$ cat config.mk
export PLATFORM = sky130hd
export DESIGN_NAME = rabbit_frame_receiver
export DESIGN_NICKNAME = d
export VERILOG_FILES = /design/src/rtl/rabbit_frame_receiver.sv
export SDC_FILE = /design/constraint.sdc
export NUM_CORES = 1
export LEC_CHECK = 0
export CAP_MARGIN = 10
export CORE_MARGIN = 2
export CORE_UTILIZATION = 44
export CTS_CLUSTER_SIZE = 8
export DETAILED_ROUTE_END_ITERATION = 8
export GPL_ROUTABILITY_DRIVEN = 0
export PLACE_DENSITY = 0.71
export SETUP_SLACK_MARGIN = 0.4
export SLEW_MARGIN = 10
export SYNTH_ARGS = -nofsm -noshare
export SYNTH_HDL_FRONTEND = slang
export SYNTH_SLANG_ARGS = --single-unit
$ cat constraint.sdc
create_clock -name FITTYMEGA -period 2.86 [get_ports FITTYMEGA]
set_input_delay 0.572 -clock FITTYMEGA [delete_from_list [all_inputs] [get_ports FITTYMEGA]]
set_output_delay 0.572 -clock FITTYMEGA [all_outputs]
set_load 0.1 [all_outputs]
$ cat src/rtl/rabbit_frame_receiver.sv
// rtl/rabbit_frame_receiver.sv - Rabbit parallel-bus byte capture and 184-bit frame assembly
// Optional feature macro: RABBIT_CHECKSUM_EN (adds a trailing sum byte, 24-byte frames, CKSUM_ERR)
module rabbit_frame_receiver #(
  parameter int unsigned TIMEOUT_CYCLES = 50000
) (
  input  logic         FITTYMEGA,
  input  logic         RESET_N,
  input  logic [7:0]   RABBIT_DATA,
  input  logic         RABBIT_STROBE,
  input  logic         RABBIT_SYNC,
  output logic [0:183] whole184,
  output logic         FRAME_VALID,
  output logic [7:0]   FRAME_COUNT,
  output logic         BUSY,
  output logic         TIMEOUT_ERR,
  output logic         OVERRUN_ERR,
  output logic         CKSUM_ERR,
  input  logic         CLEAR_ERR
);

  typedef enum logic [1:0] {
    S_IDLE    = 2'd0,
    S_RECV    = 2'd1,
    S_PUBLISH = 2'd2
  } state_t;

`ifdef RABBIT_CHECKSUM_EN
  localparam logic [4:0] LAST_IDX = 5'd23;
`else
  localparam logic [4:0] LAST_IDX = 5'd22;
`endif
  localparam logic [4:0]  DATA_LAST = 5'd22;
  localparam logic [15:0] TMO_LIMIT = 16'(TIMEOUT_CYCLES);

  // Synchronisers: two stages each, third stage on strobe/sync for edge detect
  logic         stb_s1_q, stb_s2_q, stb_s3_q;
  logic         stb_s1_d, stb_s2_d, stb_s3_d;
  logic         syn_s1_q, syn_s2_q, syn_s3_q;
  logic         syn_s1_d, syn_s2_d, syn_s3_d;
  logic [7:0]   dat_s1_q, dat_s2_q;
  logic [7:0]   dat_s1_d, dat_s2_d;

  state_t       state_q, state_d;
  logic [4:0]   byte_cnt_q, byte_cnt_d;
  logic [15:0]  tmo_cnt_q, tmo_cnt_d;
  logic [0:183] shadow_q, shadow_d;
  logic [0:183] whole_q, whole_d;
  logic [7:0]   count_q, count_d;
  logic         terr_q, terr_d;
  logic         oerr_q, oerr_d;
`ifdef RABBIT_CHECKSUM_EN
  logic         cerr_q, cerr_d;
  logic [7:0]   sum_q, sum_d;
`endif

  logic         stb_edge, syn_edge;
  logic         wr_en;
  logic [4:0]   wr_idx;
  logic         terr_set, oerr_set, cerr_set;
  logic [15:0]  tmo_inc;

  assign stb_edge = stb_s2_q & ~stb_s3_q;
  assign syn_edge = syn_s2_q & ~syn_s3_q;
  assign tmo_inc  = tmo_cnt_q + 16'd1;

  // State register: every flop in the block, async active-low reset
  always_ff @(posedge FITTYMEGA or negedge RESET_N) begin
    if (!RESET_N) begin
      stb_s1_q   <= 1'b0;
      stb_s2_q   <= 1'b0;
      stb_s3_q   <= 1'b0;
      syn_s1_q   <= 1'b0;
      syn_s2_q   <= 1'b0;
      syn_s3_q   <= 1'b0;
      dat_s1_q   <= 8'd0;
      dat_s2_q   <= 8'd0;
      state_q    <= S_IDLE;
      byte_cnt_q <= 5'd0;
      tmo_cnt_q  <= 16'd0;
      shadow_q   <= '0;
      whole_q    <= '0;
      count_q    <= 8'd0;
      terr_q     <= 1'b0;
      oerr_q     <= 1'b0;
`ifdef RABBIT_CHECKSUM_EN
      cerr_q     <= 1'b0;
      sum_q      <= 8'd0;
`endif
    end else begin
      stb_s1_q   <= stb_s1_d;
      stb_s2_q   <= stb_s2_d;
      stb_s3_q   <= stb_s3_d;
      syn_s1_q   <= syn_s1_d;
      syn_s2_q   <= syn_s2_d;
      syn_s3_q   <= syn_s3_d;
      dat_s1_q   <= dat_s1_d;
      dat_s2_q   <= dat_s2_d;
      state_q    <= state_d;
      byte_cnt_q <= byte_cnt_d;
      tmo_cnt_q  <= tmo_cnt_d;
      shadow_q   <= shadow_d;
      whole_q    <= whole_d;
      count_q    <= count_d;
      terr_q     <= terr_d;
      oerr_q     <= oerr_d;
`ifdef RABBIT_CHECKSUM_EN
      cerr_q     <= cerr_d;
      sum_q      <= sum_d;
`endif
    end
  end

  // Next-state logic: byte capture, timeout, SYNC restart and publish
  always_comb begin
    stb_s1_d   = RABBIT_STROBE;
    stb_s2_d   = stb_s1_q;
    stb_s3_d   = stb_s2_q;
    syn_s1_d   = RABBIT_SYNC;
    syn_s2_d   = syn_s1_q;
    syn_s3_d   = syn_s2_q;
    dat_s1_d   = RABBIT_DATA;
    dat_s2_d   = dat_s1_q;
    state_d    = state_q;
    byte_cnt_d = byte_cnt_q;
    tmo_cnt_d  = tmo_cnt_q;
    shadow_d   = shadow_q;
    count_d    = count_q;
    wr_en      = 1'b0;
    wr_idx     = byte_cnt_q;
    terr_set   = 1'b0;
    oerr_set   = 1'b0;
    cerr_set   = 1'b0;
`ifdef RABBIT_CHECKSUM_EN
    sum_d      = sum_q;
`endif

    case (state_q)
      S_IDLE: begin
        tmo_cnt_d = 16'd0;
      end
      S_RECV: begin
        if (stb_edge) begin
          wr_en      = 1'b1;
          byte_cnt_d = byte_cnt_q + 5'd1;
          tmo_cnt_d  = 16'd0;
          if (byte_cnt_q == LAST_IDX) begin
`ifdef RABBIT_CHECKSUM_EN
            // Final byte is the sum of the data bytes; a mismatch drops the frame
            if (dat_s2_q == sum_q) begin
              state_d = S_PUBLISH;
            end else begin
              state_d  = S_IDLE;
              cerr_set = 1'b1;
              shadow_d = '0;
            end
`else
            state_d = S_PUBLISH;
`endif
            byte_cnt_d = 5'd0;
          end
        end else if (tmo_inc == TMO_LIMIT) begin
          terr_set   = 1'b1;
          state_d    = S_IDLE;
          byte_cnt_d = 5'd0;
          tmo_cnt_d  = 16'd0;
          shadow_d   = '0;
        end else begin
          tmo_cnt_d = tmo_inc;
        end
      end
      S_PUBLISH: begin
        state_d = S_IDLE;
        count_d = count_q + 8'd1;
      end
      default: begin
        state_d = S_IDLE;
      end
    endcase

    // SYNC wins over everything else; a coincident strobe becomes byte 0
    if (syn_edge) begin
      oerr_set   = (state_q == S_RECV) && (byte_cnt_q != 5'd0);
      state_d    = S_RECV;
      byte_cnt_d = 5'd0;
      tmo_cnt_d  = 16'd0;
      shadow_d   = '0;
      wr_en      = 1'b0;
      cerr_set   = 1'b0;
`ifdef RABBIT_CHECKSUM_EN
      sum_d      = 8'd0;
`endif
      if (stb_edge) begin
        wr_en      = 1'b1;
        wr_idx     = 5'd0;
        byte_cnt_d = 5'd1;
      end
    end

    if (wr_en && (wr_idx <= DATA_LAST)) begin
      shadow_d[{wr_idx, 3'b000} +: 8] = dat_s2_q;
`ifdef RABBIT_CHECKSUM_EN
      sum_d = (syn_edge ? 8'd0 : sum_q) + dat_s2_q;
`endif
    end

    // whole184 is loaded on entry to PUBLISH so it is visible with FRAME_VALID
    whole_d = (state_d == S_PUBLISH && state_q != S_PUBLISH) ? shadow_d : whole_q;

    terr_d = CLEAR_ERR ? 1'b0 : (terr_q | terr_set);
    oerr_d = CLEAR_ERR ? 1'b0 : (oerr_q | oerr_set);
`ifdef RABBIT_CHECKSUM_EN
    cerr_d = CLEAR_ERR ? 1'b0 : (cerr_q | cerr_set);
`endif
  end

  // Outputs: decoded from registered state only
  always_comb begin
    whole184    = whole_q;
    FRAME_VALID = (state_q == S_PUBLISH);
    FRAME_COUNT = count_q;
    BUSY        = (state_q == S_RECV) && (byte_cnt_q != 5'd0);
    TIMEOUT_ERR = terr_q;
    OVERRUN_ERR = oerr_q;
`ifdef RABBIT_CHECKSUM_EN
    CKSUM_ERR   = cerr_q;
`else
    CKSUM_ERR   = 1'b0;
`endif
  end

endmodule

Word-level counts from Yosys, hierarchy flattened. Index checks and enable logic that the tools add are counted.

$add $sub $neg: 4. Order comparisons: 1. Equality and inequality tests: 6. Shift-type cells: 2. Mux-type cells: 32. Bitwise logic cells: 7. Reductions and logical operators: 9.

Operators by type and width (count): $mux 184 (5); $shift 185x10->184 const A (1); $shiftx 185x10->184 (1); $bwmux 184 (1); $mux 16 (3); $mux 5 (7); $pmux 16 s2 (1); $add 16x1->16 const B (1); $eq 16x16->1 const B (1); $mux 1 (10); $neg 9->10 (1); $not 8->9 (1); $add 8x1->8 const B (1); $mux 2 (4); $reduce_bool 3->1 (2); $add 5x1->5 const B (1); $eq 5x5->1 const B (1); $le 5x5->1 const B (1); $reduce_bool 5->1 (1); $eq 2x2->1 const B (2); $pmux 2 s2 (1); $logic_and 1x1->1 (3); $and 1x1->1 (2); $eq 2x1->1 const B (1); other kinds (6) (8).

Flip-flop bits (word level): 423. Input bits: 13. Output and inout port bits: 197. Logic and storage cells: 77.

Depth between registers and ports, before layout. Gate-level depths: netlist of the first run.

Depth in word-level cells: 9. Mapped depth: 12. Mapped depth without buffers: 7.

Least setup slack after synthesis of the first run. No wires, ideal clock.

Path type: register to output. Start: register byte_cnt_q[0]. End: output BUSY. Arrival: 2.526 ns. Data required time: 2.288 ns. Path slack: -0.238 ns. Stages on the path, launching flop included: 5. Buffers on the path: 1. Path through: dfrtp_1 buf_1 inv_1 ha_1 a31oi_1.

Cells in the longest elaborated chain, start to end: 2.

Ends and longest elaborated chain: from (decl) (RTL line 44) `logic [4:0] byte_cnt_q, byte_cnt_d;`; from (signal assigned) (RTL line 99) `byte_cnt_q <= byte_cnt_d;`; $reduce_bool 5->1 (RTL line 221) `BUSY = (state_q == S_RECV) && (byte_cnt_q != 5'd0);`; $logic_and 1x1->1 (RTL line 221); to (decl) (RTL line 14) `output logic BUSY,`.

No other way between the ends.

Final worst setup path of the first run.
Start: register tmo_cnt_q[0]. End: register shadow_q[182] (netlist bit).

Cells in the longest elaborated chain, start to end: 8.

Ends and longest elaborated chain: from (decl) (RTL line 45) `logic [15:0] tmo_cnt_q, tmo_cnt_d;`; from (signal assigned) (RTL line 100) `tmo_cnt_q <= tmo_cnt_d;`; $add 16x1->16 (*) (RTL line 64) `assign tmo_inc = tmo_cnt_q + 16'd1;`; $eq 16x16->1 (*) (RTL line 161) `end else if (tmo_inc == TMO_LIMIT) begin`; $mux 184 (*) (RTL line 161); $mux 184 (*) (RTL line 142) `if (stb_edge) begin`; $mux 184 (*) (RTL line 137) `case (state_q)`; $mux 184 (*) (RTL line 181) `if (syn_edge) begin`; $bwmux 184 (RTL line 200) `shadow_d[{wr_idx, 3'b000} +: 8] = dat_s2_q;`; $mux 184 (*) (RTL line 199) `if (wr_en && (wr_idx <= DATA_LAST)) begin`; via shadow_d (one bit) (RTL line 46) `logic [0:183] shadow_q, shadow_d;`; to (signal assigned) (RTL line 101) `shadow_q <= shadow_d;`; to (decl) (RTL line 46).

Mark *: on every way through the listed nets, which the timed path passes. The rest lies on a longest branch. A chain may end at the register's enable or synchronous reset.

==> out/metrics.yaml, run 1 <==
placement:
  port_buffers: 208
  dp.final_hpwl_microns: 30100
  place_worst_setup_slack_ps: 276
  numPlacedInstances: 2484
sta:
  finalHoldWorstSlack_ps: 339
  rsz_0062_raised_after_global_routing: "yes"
  fmaxAchievable_ghz: 0.413
  timing_max_transition_violations_final: 0
  timing.slew.headroom_pct: 43.4
  totalNegativeSetupSlack_ps: 0
  fin_crit_ps: 2420
  final.setup.worst_slack_ps: 439
  report.final.hold_viol_count: 0
  final_cycle_share_pct: 84.7
  tightestPinTransition_ps: 849
  setup_viol: 0
  skew_ps: 17.4
cells_and_area:
  layout.cells.non_filler: 2563
  ff_latch_area_sq_um: 10600
  total_area_of_multi_input_combinational_cells_sq_um: 6100
  synthToLayoutAreaGrowth_pct: 23.6
  n_fill_cell: 3432
  finalCoreUtilization_pct: 54.9
  finish.net_count: 2061
  drive_above_1_share_pct: 20.2
setup_path:
  critical_path.slowest_cell: "sky130_fd_sc_hd__dfrtp_2"
  path_delay_family: "simple AND/OR/NAND/NOR gates"
  endpoint_kind: "register"
  crit_required_ps: 3360
  critical_path.cell_chain: "ha_4 -> nand4_1 -> nor4_2 -> xor2_1 -> and4_1 -> buf_4 -> buf_8 -> buf_4 -> nor3_2 -> a22o_1"
  r2r_start: "tmo_cnt_q[0]$_DFFE_PN0P_"
  rr_worst_depth: 10
  crit-reg2reg-capture: "shadow_q[182]$_DFF_PN0_"
  startpoint_kind_of_the_worst_setup_timing_path: "register"
  cp.buffers_inverters: 3
  r2r_setup_slack_ps: 440
  cp_peak_stage_delay_ps: 400
  worst-path-max-fanout: 18
  worst-setup-path-type: "reg -> reg"
  worst_path_most_repeated_cell: "sky130_fd_sc_hd__buf_4"
  worstPathArrival_ps: 2920
worst_hold_path:
  min_delay_path_depth: 0
  hold_path_start: "stb_s1_q$_DFF_PN0_"
  hold-path-endpoint: "stb_s2_q$_DFF_PN0_"
  min-delay-path-class: "reg -> reg"
power_and_ir_drop:
  power.density_cell_area_nw_per_um2: 599
  total_leakage_power_nw: 10.6
  worst_ir_drop_vdd_uv: 513
outcome:
  outcome: "finished clean"
clock_tree:
  cts_tree: "yes"
  path_clk_slew_ps: 50
  clk_path_buf_depth: 3
  cts-htree-levels: 2
  number_of_sinks_handled_by_clock_tree_synthesis: 423
  tritoncts_buffer_count: 58
  clock_latency_ps: 580
  cts_root_buffer: "sky130_fd_sc_hd__clkbuf_16"
detailed_routing:
  route.detailed.wl_per_inst_microns: 18.2
  route.vias.total: 13400
  post_drt_via_cell_ratio: 5.22
  ant_nets: 0
  detail_route.drc_violations: 0
  totalWireLength_microns: 46700
  first_pass_iters: 6
  drt-initial-drc-count: 1010
synthesis:
  synth_seq_area_share_pct: 61.8
  synth_ff_type: "sky130_fd_sc_hd__dfrtp_1"
  synth_seq_cells: 423
  synth_enable_flop_cells: 0
  post_synth_instance_area_sq_um: 17100
  syn_nets: 1840
  asyncSetResetFlopFracSynth_pct: 100
  yosysMostFrequentCell: "sky130_fd_sc_hd__nand2_1"
  syn-instance-count: 1822
  ys_top_cells_by_count: "sky130_fd_sc_hd__nand2_1, sky130_fd_sc_hd__dfrtp_1, sky130_fd_sc_hd__o21ai_0, sky130_fd_sc_hd__clkbuf_1, sky130_fd_sc_hd__nor2_1"
  ys_top_cells_by_area: "sky130_fd_sc_hd__dfrtp_1, sky130_fd_sc_hd__nand2_1, sky130_fd_sc_hd__o21ai_0"
  post_synth_top_area_share_pct: 61.8
  netlist.top_cell.by_area: "sky130_fd_sc_hd__dfrtp_1"
  yosysUniqueCellTypes: 60
  ys_warn_count: 0
  syn_avg_cell_area_sq_um: 9.40
global_routing:
  number_of_global_route_vias_before_repair: 13300
  grt_antenna_before_repair: 1
  overflow: 0
  grt_first_pass_wirelength_microns: 73100
  grt_use_total_pct: 22.6
  pin_count_of_the_biggest_net_entering_global_routing: 171
die:
  floorplan.die.width_microns: 201
  fp.dieH_microns: 201
  num_rows: 72
  start_util_pct: 44.4
  fp.coreArea_sq_um: 38600
  number_of_top_level_pins: 210
  floorplan.die_area_sq_um: 40500
run:
  cap_violations: 0
## where the power goes
part	switching [mW]	internal, mW	total, mW
logic	0.446	0.190	0.635
registers	0.0823	6.07	6.15
clock network	2.33	3.57	5.90
## how the worst max path moves through the flow
| stage | startpoint | endpoint | slack, ps | cells past startpoint |
|---|---|---|---|---|
| 2_1_floorplan | state_q[1]$_DFF_PN0_ | FRAME_COUNT[5]$_DFFE_PN0P_ | 590 | 5 |
| 3_3_place_gp | state_q[1]$_DFF_PN0_ | whole184[91]$_DFFE_PN0P_ | 340 | 7 |
| 3_5_place_dp | state_q[1]$_DFF_PN0_ | whole184[58]$_DFFE_PN0P_ | 280 | 7 |
| 4_1_cts | state_q[1]$_DFF_PN0_ | BUSY | 340 | 3 |
| 5_1_grt | tmo_cnt_q[0]$_DFFE_PN0P_ | shadow_q[176]$_DFF_PN0_ | 290 | 10 |
| 6_report | tmo_cnt_q[0]$_DFFE_PN0P_ | shadow_q[182]$_DFF_PN0_ | 440 | 10 |
## per-stage QoR
step	instance area (sq um)	power [mW]
4_1_cts	20900	12.8
3_5_place_dp	19300	6.81
6_report	21200	12.7
3_3_place_gp	19300	6.80
2_1_floorplan	17100	6.51
5_1_grt	21200	13.1
## layer usage
| metal | GRT usage, % | vias up | wire (microns) |
|---|---|---|---|
| met5 | 0 | - | 0 |
| met4 | 8.85 | 0 | 1510 |
| met3 | 4.20 | 99 | 2950 |
| met2 | 36.0 | 437 | 22000 |
| met1 | 30.9 | 6559 | 20200 |
| li1 | - | 6285 | - |
## cell type report
class,instances,share of cell area [%]
Sequential cell,423,50.0
Multi-Input combinational cell,1288,28.8
Timing Repair Buffer,265,10.9
Clock buffer,60,6.99
Tap cell,518,3.06
Inverter,7,0.148
Clock inverter,1,0.0414
Antenna cell,1,0.0118
## cell usage in the layout, fill, tap and decap left out, types with 13 or more instances in the layout
cell type / instances
sky130_fd_sc_hd__clkbuf_16: 62
sky130_fd_sc_hd__buf_4: 231
sky130_fd_sc_hd__nand2_1: 859
sky130_fd_sc_hd__o21ai_2: 40
sky130_fd_sc_hd__mux2_2: 17
sky130_fd_sc_hd__o21ai_0: 110
sky130_fd_sc_hd__dfrtp_1: 415
sky130_fd_sc_hd__nand4_1: 13
sky130_fd_sc_hd__o21ai_1: 30
sky130_fd_sc_hd__nor2_1: 37
sky130_fd_sc_hd__nand3_1: 32
## repair_timing
item	CTS	global route
gates cloned	0	4
pin swaps	1	5
resized for setup	5	41
setup endpoints to repair	119	294
setup buffers	3	9
hold buffers	1	0
hold endpoints to repair	31	0
## cell families after synthesis
family                     share of synthesized area [%]
other                                             0.0219
and+or+nand+nor                                     24.0
xor gates and xnor gates                           0.614
AOI/OAI and AO/OA                                   8.37
muxes                                               1.59
adders and majority gates                          0.365
buffers and inverters                               3.20
DFF                                                 61.8
## sequential cells by signal (all words and copies together), names as in the netlist, 2 cells and up
name         flops
dat_s2_q         8
tmo_cnt_q       16
dat_s1_q         8
FRAME_COUNT      8
byte_cnt_q       5
shadow_q       184
whole184       184
state_q          2
(Power assumes the default switching activity.)
==> inputs of run 2 (changes only) <==
--- a/config.mk
+++ b/config.mk
@@ -11,7 +11,7 @@
 export CTS_CLUSTER_SIZE = 8
 export DETAILED_ROUTE_END_ITERATION = 8
 export GPL_ROUTABILITY_DRIVEN = 0
-export PLACE_DENSITY = 0.71
+export PLACE_DENSITY = 0.73
 export SETUP_SLACK_MARGIN = 0.4
 export SLEW_MARGIN = 10
 export SYNTH_ARGS = -nofsm -noshare
==> constraint.sdc (replaced) <==
create_clock -name FITTYMEGA -period 2.2 [get_ports FITTYMEGA]
set_input_delay 0.44 -clock FITTYMEGA [delete_from_list [all_inputs] [get_ports FITTYMEGA]]
set_output_delay 0.44 -clock FITTYMEGA [all_outputs]
set_load 0.1 [all_outputs]
==> out/metrics.yaml, run 2 (synthesis results as in run 1) <==
global_routing:
  met1_usage_pct: 36.6
  grt_first_pass_wirelength_microns: 91000
  overflow: 0
  global_route.usage.met2_pct: 46.6
  grt_antenna_before_repair: 1
  global_route.peak_usage_layer: "met2"
  grt_use_total_pct: 28.7
  number_of_global_route_vias_before_repair: 16100
  pin_count_of_the_biggest_net_entering_global_routing: 97
  globalRouteMet3Util_pct: 5.00
cells_and_area:
  finish.net_count: 2250
  n_fill_cell: 2741
  final_cell_mix: "sky130_fd_sc_hd__nand2_1, sky130_fd_sc_hd__dfrtp_1, sky130_fd_sc_hd__buf_4, sky130_fd_sc_hd__o21ai_2, sky130_fd_sc_hd__clkbuf_16"
  mostFrequentLayoutCell: "sky130_fd_sc_hd__nand2_1"
  total_area_of_multi_input_combinational_cells_sq_um: 7100
  drive_above_1_share_pct: 35.8
  synthToLayoutAreaGrowth_pct: 47.4
  finish.instance_area_sq_um: 25200
  ff_latch_area_sq_um: 10600
setup_path:
  crit_required_ps: 2670
  critical_path.slowest_cell: "sky130_fd_sc_hd__dfrtp_1"
  worstPathArrival_ps: 2870
  cp_peak_stage_delay_ps: 410
  endpoint_kind: "register"
  worst-path-max-fanout: 5
  critical_path.cell_chain: "nand4_4 -> nor3_4 -> mux2i_2 -> and4_4 -> or2_4 -> buf_12 -> buf_12 -> buf_16 -> o21ai_2"
  startpoint_kind_of_the_worst_setup_timing_path: "register"
  path_delay_family: "simple AND/OR/NAND/NOR gates"
  worst_path_most_repeated_cell: "sky130_fd_sc_hd__buf_12"
  worst-setup-path-type: "reg -> reg"
  cp.buffers_inverters: 3
detailed_routing:
  detail_route.drc_violations: 0
  ant_nets: 0
  route.vias.total: 15800
  totalWireLength_microns: 61400
  route.detailed.wl_per_inst_microns: 22.3
  drt-initial-drc-count: 1563
  post_drt_via_cell_ratio: 5.72
  first_pass_iters: 6
sta:
  final.setup.worst_slack_ps: -203
  final_cycle_share_pct: 109
  fmaxAchievable_ghz: 0.416
  setup_viol: 187
  tightestPinTransition_ps: 885
  totalNegativeSetupSlack_ps: -24910
  timing_max_transition_violations_final: 0
  report.final.hold_viol_count: 0
  fin_crit_ps: 2400
  rsz_0062_raised_after_global_routing: "yes"
  skew_ps: 28.6
  timing.slew.headroom_pct: 41.0
clock_tree:
  path_clk_slew_ps: 60
  cts_root_buffer: "sky130_fd_sc_hd__clkbuf_16"
  cts_tree: "yes"
  clk_path_buf_depth: 3
  clock_latency_ps: 600
  cts-htree-levels: 2
  number_of_sinks_handled_by_clock_tree_synthesis: 423
  tritoncts_buffer_count: 58
power_and_ir_drop:
  power.density_cell_area_nw_per_um2: 684
  total_leakage_power_nw: 12.5
  worst_ir_drop_vdd_uv: 620
  finalPower_mw: 17.3
die:
  fp.coreArea_sq_um: 38600
  start_util_pct: 44.4
  floorplan.die.width_microns: 201
  number_of_top_level_pins: 210
  num_rows: 72
  fp.dieH_microns: 201
  floorplan.die_area_sq_um: 40500
worst_hold_path:
  min-delay-path-class: "in -> reg"
outcome:
  outcome: "finished with violations"
  violations: "negative setup slack"
placement:
  dp.final_hpwl_microns: 30800
  place_worst_setup_slack_ps: -105
  dpl_cell_area_sq_um: 19800
  port_buffers: 208
run:
  cap_violations: 0
==> run 2: final cells by class <==
cell class | count | share of cell area (%)
Antenna cell | 1 | 0.00991
Clock buffer | 63 | 6.08
Inverter | 7 | 0.169
Multi-Input combinational cell | 1288 | 28.1
Sequential cell | 423 | 42.0
Tap cell | 518 | 2.57
Timing Repair Buffer | 452 | 20.9
Timing Repair inverter | 2 | 0.154
==> run 2: metrics by stage <==
stage | hold slack, ps | util [%] | std cells
2_1_floorplan | 144 | - | 1822
3_3_place_gp | 321 | 51.3 | 2536
3_5_place_dp | 326 | 51.3 | 2536
4_1_cts | 267 | 62.6 | 2710
5_1_grt | 278 | 65.5 | 2753
6_report | 283 | 65.5 | 2754
==> run 2: worst paths after layout <==
kind,cells past startpoint,from,slack [ps],end
hold / removal,1,RABBIT_DATA[2],280,dat_s1_q[2]$_DFF_PN0_
max in group asynchronous,3,RESET_N,1060,dat_s1_q[4]$_DFF_PN0_
setup / recovery,9,tmo_cnt_q[9]$_DFFE_PN0P_,-200,shadow_q[118]$_DFF_PN0_
min in group asynchronous,2,RESET_N,320,shadow_q[51]$_DFF_PN0_
hold reg to reg,0,dat_s1_q[7]$_DFF_PN0_,340,dat_s2_q[7]$_DFF_PN0_
setup reg to reg,9,tmo_cnt_q[9]$_DFFE_PN0P_,-200,shadow_q[118]$_DFF_PN0_
==> run 2: where the power goes <==
| group | leakage, nW | switching (mW) | internal [mW] | total [mW] |
|---|---|---|---|---|
| Clock | 0.754 | 3.20 | 4.80 | 7.99 |
| Sequential | 5.84 | 0.113 | 7.89 | 8.00 |
| Combinational | 5.90 | 0.753 | 0.512 | 1.27 |
==> run 2: what timing repair did <==
action                                 4_1_cts  5_1_grt
endpoints found under the hold margin       22        0
pin swaps                                  122       96
setup endpoints to repair                  387      393
hold buffers                                 1        0
cloned                                      46       16
resized for setup                          333      148
buffers inserted                            64       27
==> run 2: worst register-to-register path: stages, from the launching register on <==
cell and delay (ps):
sky130_fd_sc_hd__dfrtp_1 410, sky130_fd_sc_hd__nand4_4 190, sky130_fd_sc_hd__nor3_4 310, sky130_fd_sc_hd__mux2i_2 340, sky130_fd_sc_hd__and4_4 290, sky130_fd_sc_hd__or2_4 210, sky130_fd_sc_hd__buf_12 170, sky130_fd_sc_hd__buf_12 160
sky130_fd_sc_hd__buf_16 140, sky130_fd_sc_hd__o21ai_2 60
==> run 2: routing by layer <==
metal / share of wire [%] / up-vias
li1: - / 6729
met1: 38 / 7813
met2: 48 / 973
met3: 8.4 / 243
met4: 5.6 / 0
met5: 0 / -
